$ cat src/rtl/mem_ctrl.sv
// rtl/mem_ctrl.sv - byte-serial arbiter between instruction fetch and load/store over a synchronous 8-bit RAM
// One transaction at a time; the data side wins ties, and a DONE cycle guards against duplicate accepts.
module mem_ctrl (
  input  logic        clk_in,
  input  logic        rst_in,
  input  logic        rdy_in,
  input  logic        need_mem,
  input  logic [31:0] mem_addr,
  output logic [31:0] mem_ins,
  output logic        mem_ins_ready,
  input  logic        lsb_valid,
  input  logic        lsb_wr,
  input  logic [31:0] lsb_addr,
  input  logic [1:0]  lsb_len,
  input  logic [31:0] lsb_wdata,
  output logic [31:0] lsb_rdata,
  output logic        lsb_ready,
  input  logic [7:0]  ram_din,
  output logic [7:0]  ram_dout,
  output logic [31:0] ram_a,
  output logic        ram_wr,
  input  logic        io_buffer_full
);

  localparam logic [2:0] S_IDLE  = 3'd0;
  localparam logic [2:0] S_FETCH = 3'd1;
  localparam logic [2:0] S_LOAD  = 3'd2;
  localparam logic [2:0] S_STORE = 3'd3;
  localparam logic [2:0] S_DONE  = 3'd4;

  logic [2:0]  r_state;
  logic [31:0] r_addr;
  logic [31:0] r_wdata;
  logic [2:0]  r_nbytes;
  logic [2:0]  r_cnt;
  logic [31:0] r_buf;
  logic [7:0]  r_held;
  logic        r_frz;
  logic [31:0] r_ins;
  logic        r_ins_rdy;
  logic [31:0] r_rdata;
  logic        r_lsb_rdy;
  logic [31:0] r_a;
  logic [7:0]  r_dout;
  logic        r_wr;

  logic [7:0]  w_din;
  logic [2:0]  w_acc_nbytes;
  logic        w_acc_io;
  logic        w_io_hold;
  logic [31:0] w_merged;
  logic [7:0]  w_wbyte;
  logic        w_busy_ready;

  // The byte returned during the first frozen cycle is the one still owed; later frozen cycles return the held address.
  assign w_din        = r_frz ? r_held : ram_din;
  assign w_acc_io     = (lsb_addr == 32'h0003_0000) || (lsb_addr == 32'h0003_0004);
  assign w_io_hold    = ((r_addr == 32'h0003_0000) || (r_addr == 32'h0003_0004)) && io_buffer_full;
  assign w_merged     = r_buf | ({24'd0, w_din} << {r_cnt - 3'd1, 3'b000});
  assign w_busy_ready = r_ins_rdy | r_lsb_rdy;

  always_comb begin
    w_acc_nbytes = 3'd4;
    case (lsb_len)
      2'd0:    w_acc_nbytes = 3'd1;
      2'd1:    w_acc_nbytes = 3'd2;
      default: w_acc_nbytes = 3'd4;
    endcase
  end

  always_comb begin
    w_wbyte = r_wdata[7:0];
    case (r_cnt[1:0])
      2'd1:    w_wbyte = r_wdata[15:8];
      2'd2:    w_wbyte = r_wdata[23:16];
      2'd3:    w_wbyte = r_wdata[31:24];
      default: w_wbyte = r_wdata[7:0];
    endcase
  end

  always_ff @(posedge clk_in or negedge rst_in) begin
    if (!rst_in) begin
      r_state   <= S_IDLE;
      r_addr    <= 32'd0;
      r_wdata   <= 32'd0;
      r_nbytes  <= 3'd0;
      r_cnt     <= 3'd0;
      r_buf     <= 32'd0;
      r_held    <= 8'd0;
      r_frz     <= 1'b0;
      r_ins     <= 32'd0;
      r_ins_rdy <= 1'b0;
      r_rdata   <= 32'd0;
      r_lsb_rdy <= 1'b0;
      r_a       <= 32'd0;
      r_dout    <= 8'd0;
      r_wr      <= 1'b0;
    end else if (!rdy_in) begin
      if (!r_frz) begin
        r_held <= ram_din;
      end
      r_frz <= 1'b1;
    end else begin
      r_frz <= 1'b0;
      case (r_state)
        S_IDLE: begin
          if (lsb_valid) begin
            r_addr   <= lsb_addr;
            r_wdata  <= lsb_wdata;
            r_nbytes <= w_acc_nbytes;
            r_buf    <= 32'd0;
            if (lsb_wr) begin
              r_state <= S_STORE;
              if (w_acc_io && io_buffer_full) begin
                r_cnt <= 3'd0;
                r_wr  <= 1'b0;
              end else begin
                r_a    <= lsb_addr;
                r_dout <= lsb_wdata[7:0];
                r_wr   <= 1'b1;
                r_cnt  <= 3'd1;
              end
            end else begin
              r_state <= S_LOAD;
              r_a     <= lsb_addr;
              r_cnt   <= 3'd0;
            end
          end else if (need_mem) begin
            r_state  <= S_FETCH;
            r_addr   <= mem_addr;
            r_nbytes <= 3'd4;
            r_buf    <= 32'd0;
            r_a      <= mem_addr;
            r_cnt    <= 3'd0;
          end
        end
        S_FETCH, S_LOAD: begin
          if (w_busy_ready) begin
            r_ins_rdy <= 1'b0;
            r_lsb_rdy <= 1'b0;
            r_state   <= S_DONE;
          end else begin
            // r_cnt is the index of the address on the bus; its data lands one edge later.
            if (r_cnt + 3'd1 < r_nbytes) begin
              r_a <= r_addr + {29'd0, r_cnt} + 32'd1;
            end
            if (r_cnt != 3'd0) begin
              r_buf <= w_merged;
            end
            if (r_cnt == r_nbytes) begin
              if (r_state == S_FETCH) begin
                r_ins     <= w_merged;
                r_ins_rdy <= 1'b1;
              end else begin
                r_rdata   <= w_merged;
                r_lsb_rdy <= 1'b1;
              end
            end
            r_cnt <= r_cnt + 3'd1;
          end
        end
        S_STORE: begin
          if (r_lsb_rdy) begin
            r_lsb_rdy <= 1'b0;
            r_state   <= S_DONE;
          end else if (r_cnt == r_nbytes) begin
            r_wr      <= 1'b0;
            r_lsb_rdy <= 1'b1;
          end else if (w_io_hold) begin
            r_wr <= 1'b0;
          end else begin
            r_a    <= r_addr + {29'd0, r_cnt};
            r_dout <= w_wbyte;
            r_wr   <= 1'b1;
            r_cnt  <= r_cnt + 3'd1;
          end
        end
        S_DONE:  r_state <= S_IDLE;
        default: r_state <= S_IDLE;
      endcase
    end
  end

  assign mem_ins       = r_ins;
  assign mem_ins_ready = r_ins_rdy & rdy_in;
  assign lsb_rdata     = r_rdata;
  assign lsb_ready     = r_lsb_rdy & rdy_in;
  assign ram_a         = r_a;
  assign ram_dout      = r_dout;
  assign ram_wr        = r_wr & rdy_in;

endmodule
$ cat config.mk
export PLATFORM = sky130hd
export DESIGN_NAME = mem_ctrl
export DESIGN_NICKNAME = d
export VERILOG_FILES = /design/src/rtl/mem_ctrl.sv
export SDC_FILE = /design/constraint.sdc
export NUM_CORES = 1
export LEC_CHECK = 0
export ABC_AREA = 1
export CORE_MARGIN = 5
export CORE_UTILIZATION = 46
export DETAILED_ROUTE_END_ITERATION = 6
export PLACE_DENSITY = 0.67
export SYNTH_ARGS = -nofsm -noshare
export SYNTH_HDL_FRONTEND = slang
export SYNTH_SLANG_ARGS = --single-unit
$ cat constraint.sdc
create_clock -name clk_in -period 3.25 [get_ports clk_in]
set_clock_uncertainty 0.1 [all_clocks]
set_input_delay 0.65 -clock clk_in [delete_from_list [all_inputs] [get_ports clk_in]]
set_output_delay 0.65 -clock clk_in [all_outputs]
set_load 0.005 [all_outputs]
[Word level (Yosys, flattened, before mapping)]
Index checks and enable logic that the tools add are counted.
Word-level totals
  register bits: 221
  bits of input ports: 113
  output and inout bits: 107
  logic and storage cells: 142
Operators by class
  $add $sub $neg: 4
  magnitude comparators: 1
  eq/ne operators: 27
  shift-type cells: 1
  mux-type cells: 60
  bitwise logic cells: 7
  reductions and logical operators: 27
Operator list (count)
  $mux W32: 14
  $eq A32 B18 Y1 const B: 4
  $pmux W32 S3: 1
  $pmux W32 S2: 1
  $mux W8: 7
  $mux W3: 13
  $add A32 B1 Y32 const B: 1
  $add A32 B3 Y32: 1
  $or A32 B32 Y32: 1
  $shl A8 B6 Y32: 1
  $pmux W8 S3: 1
  $ne A2 B2 Y1 const B: 11
  $reduce_and A5 Y1: 4
  $pmux W3 S3: 2
  $mux W1: 17
  $pmux W8 S2: 1
  $reduce_and A4 Y1: 3
  $reduce_bool A2 Y1: 6
  $ne A3 B3 Y1 const B: 3
  $reduce_and A9 Y1: 1
  $reduce_and A8 Y1: 1
  $reduce_and A7 Y1: 1
  $eq A3 B2 Y1 const B: 2
  $pmux W3 S2: 1
  19 further kinds: 29

[Depth between registers and ports, before layout]
  depth in word-level cells: 7
  depth in mapped cells: 22
  depth with buffers taken out: 22

[Least setup slack after synthesis]
Ideal clock, no wire load.
  path kind: reg2reg
  start: reg r_cnt[0]
  end: reg r_a[12] (netlist: ram_a[12])
  library setup time: 0.124 ns
  data arrival time: 2.587 ns
  required time: 3.026 ns
  path slack: 0.439 ns
  cell stages (with the launch flop): 13
  path buffers: 2
  period minus slack after synthesis: 2.811 ns
  cells stage by stage: dfrtp_1 > clkbuf_1 > clkinv_1 > ha_1 > ha_1 > nand2_1 > o21ai_0 > nand2_1 > a21boi_0 > nand3_2 > clkbuf_1 > a21oi_1 > a21oi_1
Between the ends
  word-level cells in the longest chain between the ends: 5
  elaborated cells between the ends (all ways): 14
  those cells by class: add/sub (3); order compare (1); eq/ne (3); mux (6); reduce/logical (1)
RTL lines
  start, declared: line 35  | logic [2:0] r_cnt;
  start signal, assigned: line 159  | r_cnt <= r_cnt + 3'd1;
  start signal, assigned: line 175  | r_cnt <= r_cnt + 3'd1;
  $add A32 B3 Y32: line 145, 172
  $add A32 B1 Y32 or $mux W32 (tied branches): line 145, 169
  $mux W32 (on tied branches): line 144, 166
  $mux W32 (on tied branches): line 138, 163
  $pmux W32 S3: line 105  | case (r_state)
  end signal, assigned: line 118  | r_a <= lsb_addr;
  end signal, assigned: line 133  | r_a <= mem_addr;
  end signal, assigned: line 145  | r_a <= r_addr + {29'd0, r_cnt} + 32'd1;
  end, declared: line 43  | logic [31:0] r_a;
Several ways; a longest one is shown, not always the timed one. The select of a mux whose other input is x is not followed.
A chain may end at the register's enable or synchronous reset.

[Worst setup path in the final report]
  start: reg r_addr[0]
  end: reg r_a[12] (netlist: ram_a[12])
Between the ends
  word-level cells in the longest chain between the ends: 5
  elaborated cells between the ends (all ways): 14
  those cells by class: add/sub (2); eq/ne (3); mux (6); reduce/logical (3)
RTL lines
  start, declared: line 32  | logic [31:0] r_addr;
  start signal, assigned: line 108  | r_addr <= lsb_addr;
  start signal, assigned: line 130  | r_addr <= mem_addr;
  $add A32 B3 Y32 or $eq A32 B18 Y1 (tied branches): line 145, 172, 58
  $add A32 B1 Y32 (tied with other cells): line 145
  $mux W32 (tied with other cells): line 144  | if (r_cnt + 3'd1 < r_nbytes) begin
  $mux W32 (tied with other cells): line 138  | if (w_busy_ready) begin
  $pmux W32 S3 or $reduce_and A9 Y1 (tied branches)
Several ways; a longest one is shown, not always the timed one. The select of a mux whose other input is x is not followed.

==> run summary <==
Crit. End Element: flip-flop
unrepaired setup endpoints after global routing: yes
largest net degree at the start of global routing: 74
failing checks: hold timing
Req. time, crit path: 3.56 ns
CP top delay family: simple AND/OR/NAND/NOR gates
Max Freq: 322 MHz
CP max stage delay: 0.42 ns
Relative slew margins: 47.3%
Worst path most repeated cell: nand2_1
Yosys warnings: 0
post-route insts no fill: 2,293
row cnt: 60
CTS root buf: clkbuf_16
crit-path cells: ha_1 > inv_1 > fa_1 > inv_1 > nand2_1 > nand2_1 > nand2_2 > nand2_1 > nand2_1 > inv_1 > nand3_2 > clkinv_1 > nand2_2 > buf_4 > nor2_1 > nand2_1 > a31oi_1 > a21oi_1
Synth cell types: 49
final core utilization: 60.4%
DRT iter0 DRCs: 1,095
maximum vdd ir drop: 0.000450 V
type of origin of the critical path: flip-flop
clk sinks: 221
final worst-path cycle share: 95.5%
I/O Buffers: 219
mean post-synth cell area: 7.40 µm²
H-tree levels: 1
CTS tree: built
crit path time final: 3.10 ns
cell area after layout: 0.0163 mm²
Synth async-reset ratio: 100%
clock buffer depth: 3
Area growth syn-to-layout: 29.0%
total number of vias: 12,496
Initial Util: 46.8%
antenna violations before repair: 1
DR WL/cell: 19.9 µm
commonest non-fill, non-tap cell in the layout: nand2_1
CP Buf/Inv Count: 5
Inserted Clock Buffers: 25
CP Max Fanout: 5
ys flop type: dfrtp_1
Detail Route Antenna Nets: 0
core area: 0.0270 mm²
Post-DP Area: 0.0154 mm²
first-pass GRT wire length: 70.0 mm
share of layout cells above drive strength 1: 11.3%
sequential area share after synthesis: 43.9%
remaining global-route overflow: 0
Gate Count Post-Synth: 1,705
Final setup viols: 0
EDFF count, synth: 0
hold_ws: -0.0172 ns
worst skew pair latency: 0.54 ns
Pleak: 0.00749 µW
DRC viols: 0
DR vias/cell: 5.45
commonest cells after routing, fill and taps aside: nand2_1 (550), dfrtp_1 (221), clkdlybuf4s50_1 (217)
worst slew pin tran: 0.790 ns
CP Data Arrival Time: 3.42 ns
overall routing resource usage: 28.9%
IO Pins: 220
Max Cap Viol: 0
flops & latches, synth: 221
Setup CP Type: reg -> reg
Pwr Total: 14,100 µW
number of global-route vias before repair: 12,142
status: complete, but fails checks
Hold Fails Final Rpt: 7
Post-Route WL: 45.6 mm
Hold Path Class: in -> async
Post-Syn Area: 0.0126 mm²
slowest stage cell, crit path: fa_1
GPL Wtd Cong: 1.02
Slew Limit Fails: 0
DRT Pass-1 Iters: 5
NumNets Final: 2,058
Die Ht: 176 µm
hpwl dp: 34.8 mm
post-cts hold buffer count: 0
Cell Pwr Density: 866 mW/mm²
placed cells: 2,244
r2r setup slk: 0.15 ns
clk slew on worst S/H paths: 0.07 ns
Net Count, Synth: 1,831
Die X: 176 µm
Die ar.: 0.0308 mm²
-- registers in the layout, summed over array words and instances (netlist names), 3 cells and up --
| signal | cells |
|---|---|
| lsb_rdata | 32 |
| mem_ins | 32 |
| r_addr | 32 |
| r_buf | 32 |
| r_wdata | 32 |
| ram_a | 32 |
| r_held | 8 |
| ram_dout | 8 |
| r_cnt | 3 |
| r_nbytes | 3 |
| r_state | 3 |
-- synth_stat cells (all sizes together), types with 2 or more instances --
cell	instances	share of area (%)
nand2	583	18
dfrtp	221	44
nor2	193	6.9
o21ai	186	7.4
inv	140	4.2
nand3	85	3.5
a21oi	73	2.9
clkbuf	53	1.6
mux2	32	2.9
nand4	18	0.89
mux2i	15	1.2
o221ai	14	0.97
ha	12	1.2
o211ai	12	0.71
buf	11	0.50
a31oi	10	0.50
nor3	10	0.48
nor4	6	0.30
o21bai	5	0.33
a21boi	4	0.24
clkinv	4	0.12
o22ai	3	0.15
xor2	2	0.14
-- stage by stage --
step,hold WS (ns),setup TNS (ns),setup slack [ns]
2_1_floorplan,0.254,0,0.439
3_3_place_gp,0.355,-3.67,-0.259
3_5_place_dp,0.362,-3.51,-0.280
4_1_cts,0.0158,0,0.0398
5_1_grt,0.0409,-0.0230,-0.0230
6_report,-0.0172,0,0.148
-- area by class of cell --
type	instances	area [µm²]
clock buffers	31	688
fillers	2498	10700
well taps	341	427
clock inverters	15	156
multi-input cells	1276	6330
inverters	144	541
diodes	1	2.50
flip-flops and latches	221	5530
repair buffers	264	2590
-- routing by layer --
metal	up-vias	track usage [%]	share of wire [%]	routed length [µm]
met4	0	10.9	4.4	2020
met5	-	0	0	0
li1	6010	-	-	-
met3	97	4.07	7.1	3260
met1	5877	40.8	43	19800
met2	512	45.6	45	20500
-- worst reg2reg max path: cells and delay by family, from the launching register on --
| kind | cells | cell delay [ns] |
|---|---|---|
| AO/OA/AOI/OAI | 2 | 0.41 |
| adder cells (fa/ha/maj) | 2 | 0.61 |
| flip-flops | 1 | 0.36 |
| AND/OR/NAND/NOR | 9 | 0.96 |
| buffers and inverters | 5 | 0.52 |
-- where the power goes --
group	internal [µW]	switching [µW]
Clock	1680	1230
Combinational	2510	4250
Sequential	3690	738
-- logic make-up after synthesis --
group	Yosys count	share of synthesized area [%]
compound gates	313	13.7
xor+xnor	3	0.208
fa+ha+maj	13	1.35
buf+inv	208	6.36
flops	221	43.9
mux	47	4.05
simple gates	900	30.5
-- final timing paths --
kind                       startpoint       endpoint  cells after the start
setup reg to reg            r_addr[0]      ram_a[12]                     18
hold / removal                 rst_in     r_addr[17]                      1
hold reg to reg            r_wdata[4]     r_wdata[4]                      2
min in group clk_in        r_wdata[4]     r_wdata[4]                      2
max in group asynchronous      rst_in  lsb_rdata[10]                      2
setup / recovery            r_addr[0]      ram_a[12]                     18
-- what timing repair did --
action                                  4_1_cts  5_1_grt
buffers inserted                              0        2
gates resized for setup                       0        8
endpoints found under the setup margin        0       33
No activity file was read; power rests on OpenSTA's default activity.
==> patch: new RTL, same settings <==
Reset style: synchronous (`rst_in`), changed in one clocked block.
--- a/src/rtl/mem_ctrl.sv
+++ b/src/rtl/mem_ctrl.sv
@@ -80,3 +80,3 @@
 
-  always_ff @(posedge clk_in or negedge rst_in) begin
+  always_ff @(posedge clk_in) begin
     if (!rst_in) begin
Function: not settled (the Yosys comparison gave no result); the edit may change what the design does.
==> patch against the unedited design <==
Area after synthesis decreased by 2.5%; largest cell class unchanged; setup slack improved by 0.023 ns; highest routed layer unchanged; final area decreased by 4.0%; worst hold slack improved by 0.36 ns; sequential cell count unchanged; routed wire length decreased by 5.4%; count of clock-buffer cells in the layout increased by 4; critical path type unchanged; die area decreased by 2.3%; global-route usage decreased by 1.7 points; maximum frequency increased by 0.76%.
Power is not compared: it rests on default switching activity, and its combinational part moved more than twofold at a synthesized area within 25%.
==> patch: results <==
[grt]
grt_use_total = 0.2722
use_met3 = 0.06063
grt_use_met1 = 0.4125
met2_usage = 0.3925
grt_pass1_wl_um = 66890
grt_pass1_vias = 11790
grt_start_max_net_pins = 75

[worst_setup_path]
rr_worst_depth = 20
r2r-start = "r_addr[0]"
r2r_end = "ram_a[31]"
crit_family = "simple AND/OR/NAND/NOR gates"
r2r_slack_ns = 0.17
path_max_fanout = 4
cp.arrival_ns = 3.43

[placed_design]
place_congestion = 0.9652
dpl.hpwl_um = 32730

[logic_synthesis]
ys.flop_type = "dfxtp_1"
ys_types = 52
synth_async_sr_flop_share = 0
synth_commonest_cells = "nand2_1 (377), dfxtp_1 (221), inv_1 (204)"
syn_nets = 1970
seq_area_frac_synth = 0.3598
ys_top_cells_by_area = "dfxtp_1 (36%), nand2_1 (12%), a21oi_1 (8.1%)"

[final_layout]
final_nets = 2156
drive_above_1_share = 0.09638
fillers = 2472

[drt]
drt_iter0_markers = 1339
routed-wl-met3_um = 4001
via_per_inst = 5.426
wire_per_inst_um = 18.13
route.met2.wl_um = 17700
drt-met1-wl_um = 20480

[worst_hold_path]
hp-class = "flop to flop"

[timing]
holdWs_ns = 0.3430
tightest_slew_ns = 0.8581

[power_and_ir_drop]
p_clk_frac = 0.320
p_sw_frac = 0.3463

[clock_tree]
cts_root_buf = "clkbuf_16"
clkLatencyLatePin_ns = 0.52

[run_status]
status = "finished, final reports clean"
==> patch: stage by stage <==
step	std cells	worst slack, ns	area, um2
3_3_place_gp	2338	0.2049	14830
3_5_place_dp	2338	0.1820	14830
2_1_floorplan	1844	0.3767	12300
6_report	2380	0.1711	15620
4_1_cts	2379	0.2162	15610
5_1_grt	2380	0.01112	15620
==> patch: area by class of cell <==
cell class | count | area share
Multi-Input combinational cell | 1301 | 0.4238
Sequential cell | 221 | 0.2833
Timing Repair Buffer | 257 | 0.1612
Inverter | 224 | 0.05432
Clock buffer | 35 | 0.04502
Tap cell | 335 | 0.02684
Clock inverter | 6 | 0.005368
Antenna cell | 1 | 0.0001602
==> patch: kinds of logic (layout without fill, tap and decap cells) <==
logic type	after synthesis	count (layout)	synth area share
AOI/OAI and AO/OA	514	514	0.2374
xor gates and xnor gates	4	4	0.002850
adders and majority gates	13	13	0.01384
buffers and inverters	322	522	0.1026
DFF	221	221	0.3598
muxes	1	1	0.0008140
other	0	1	0
and+or+nand+nor	769	769	0.2828
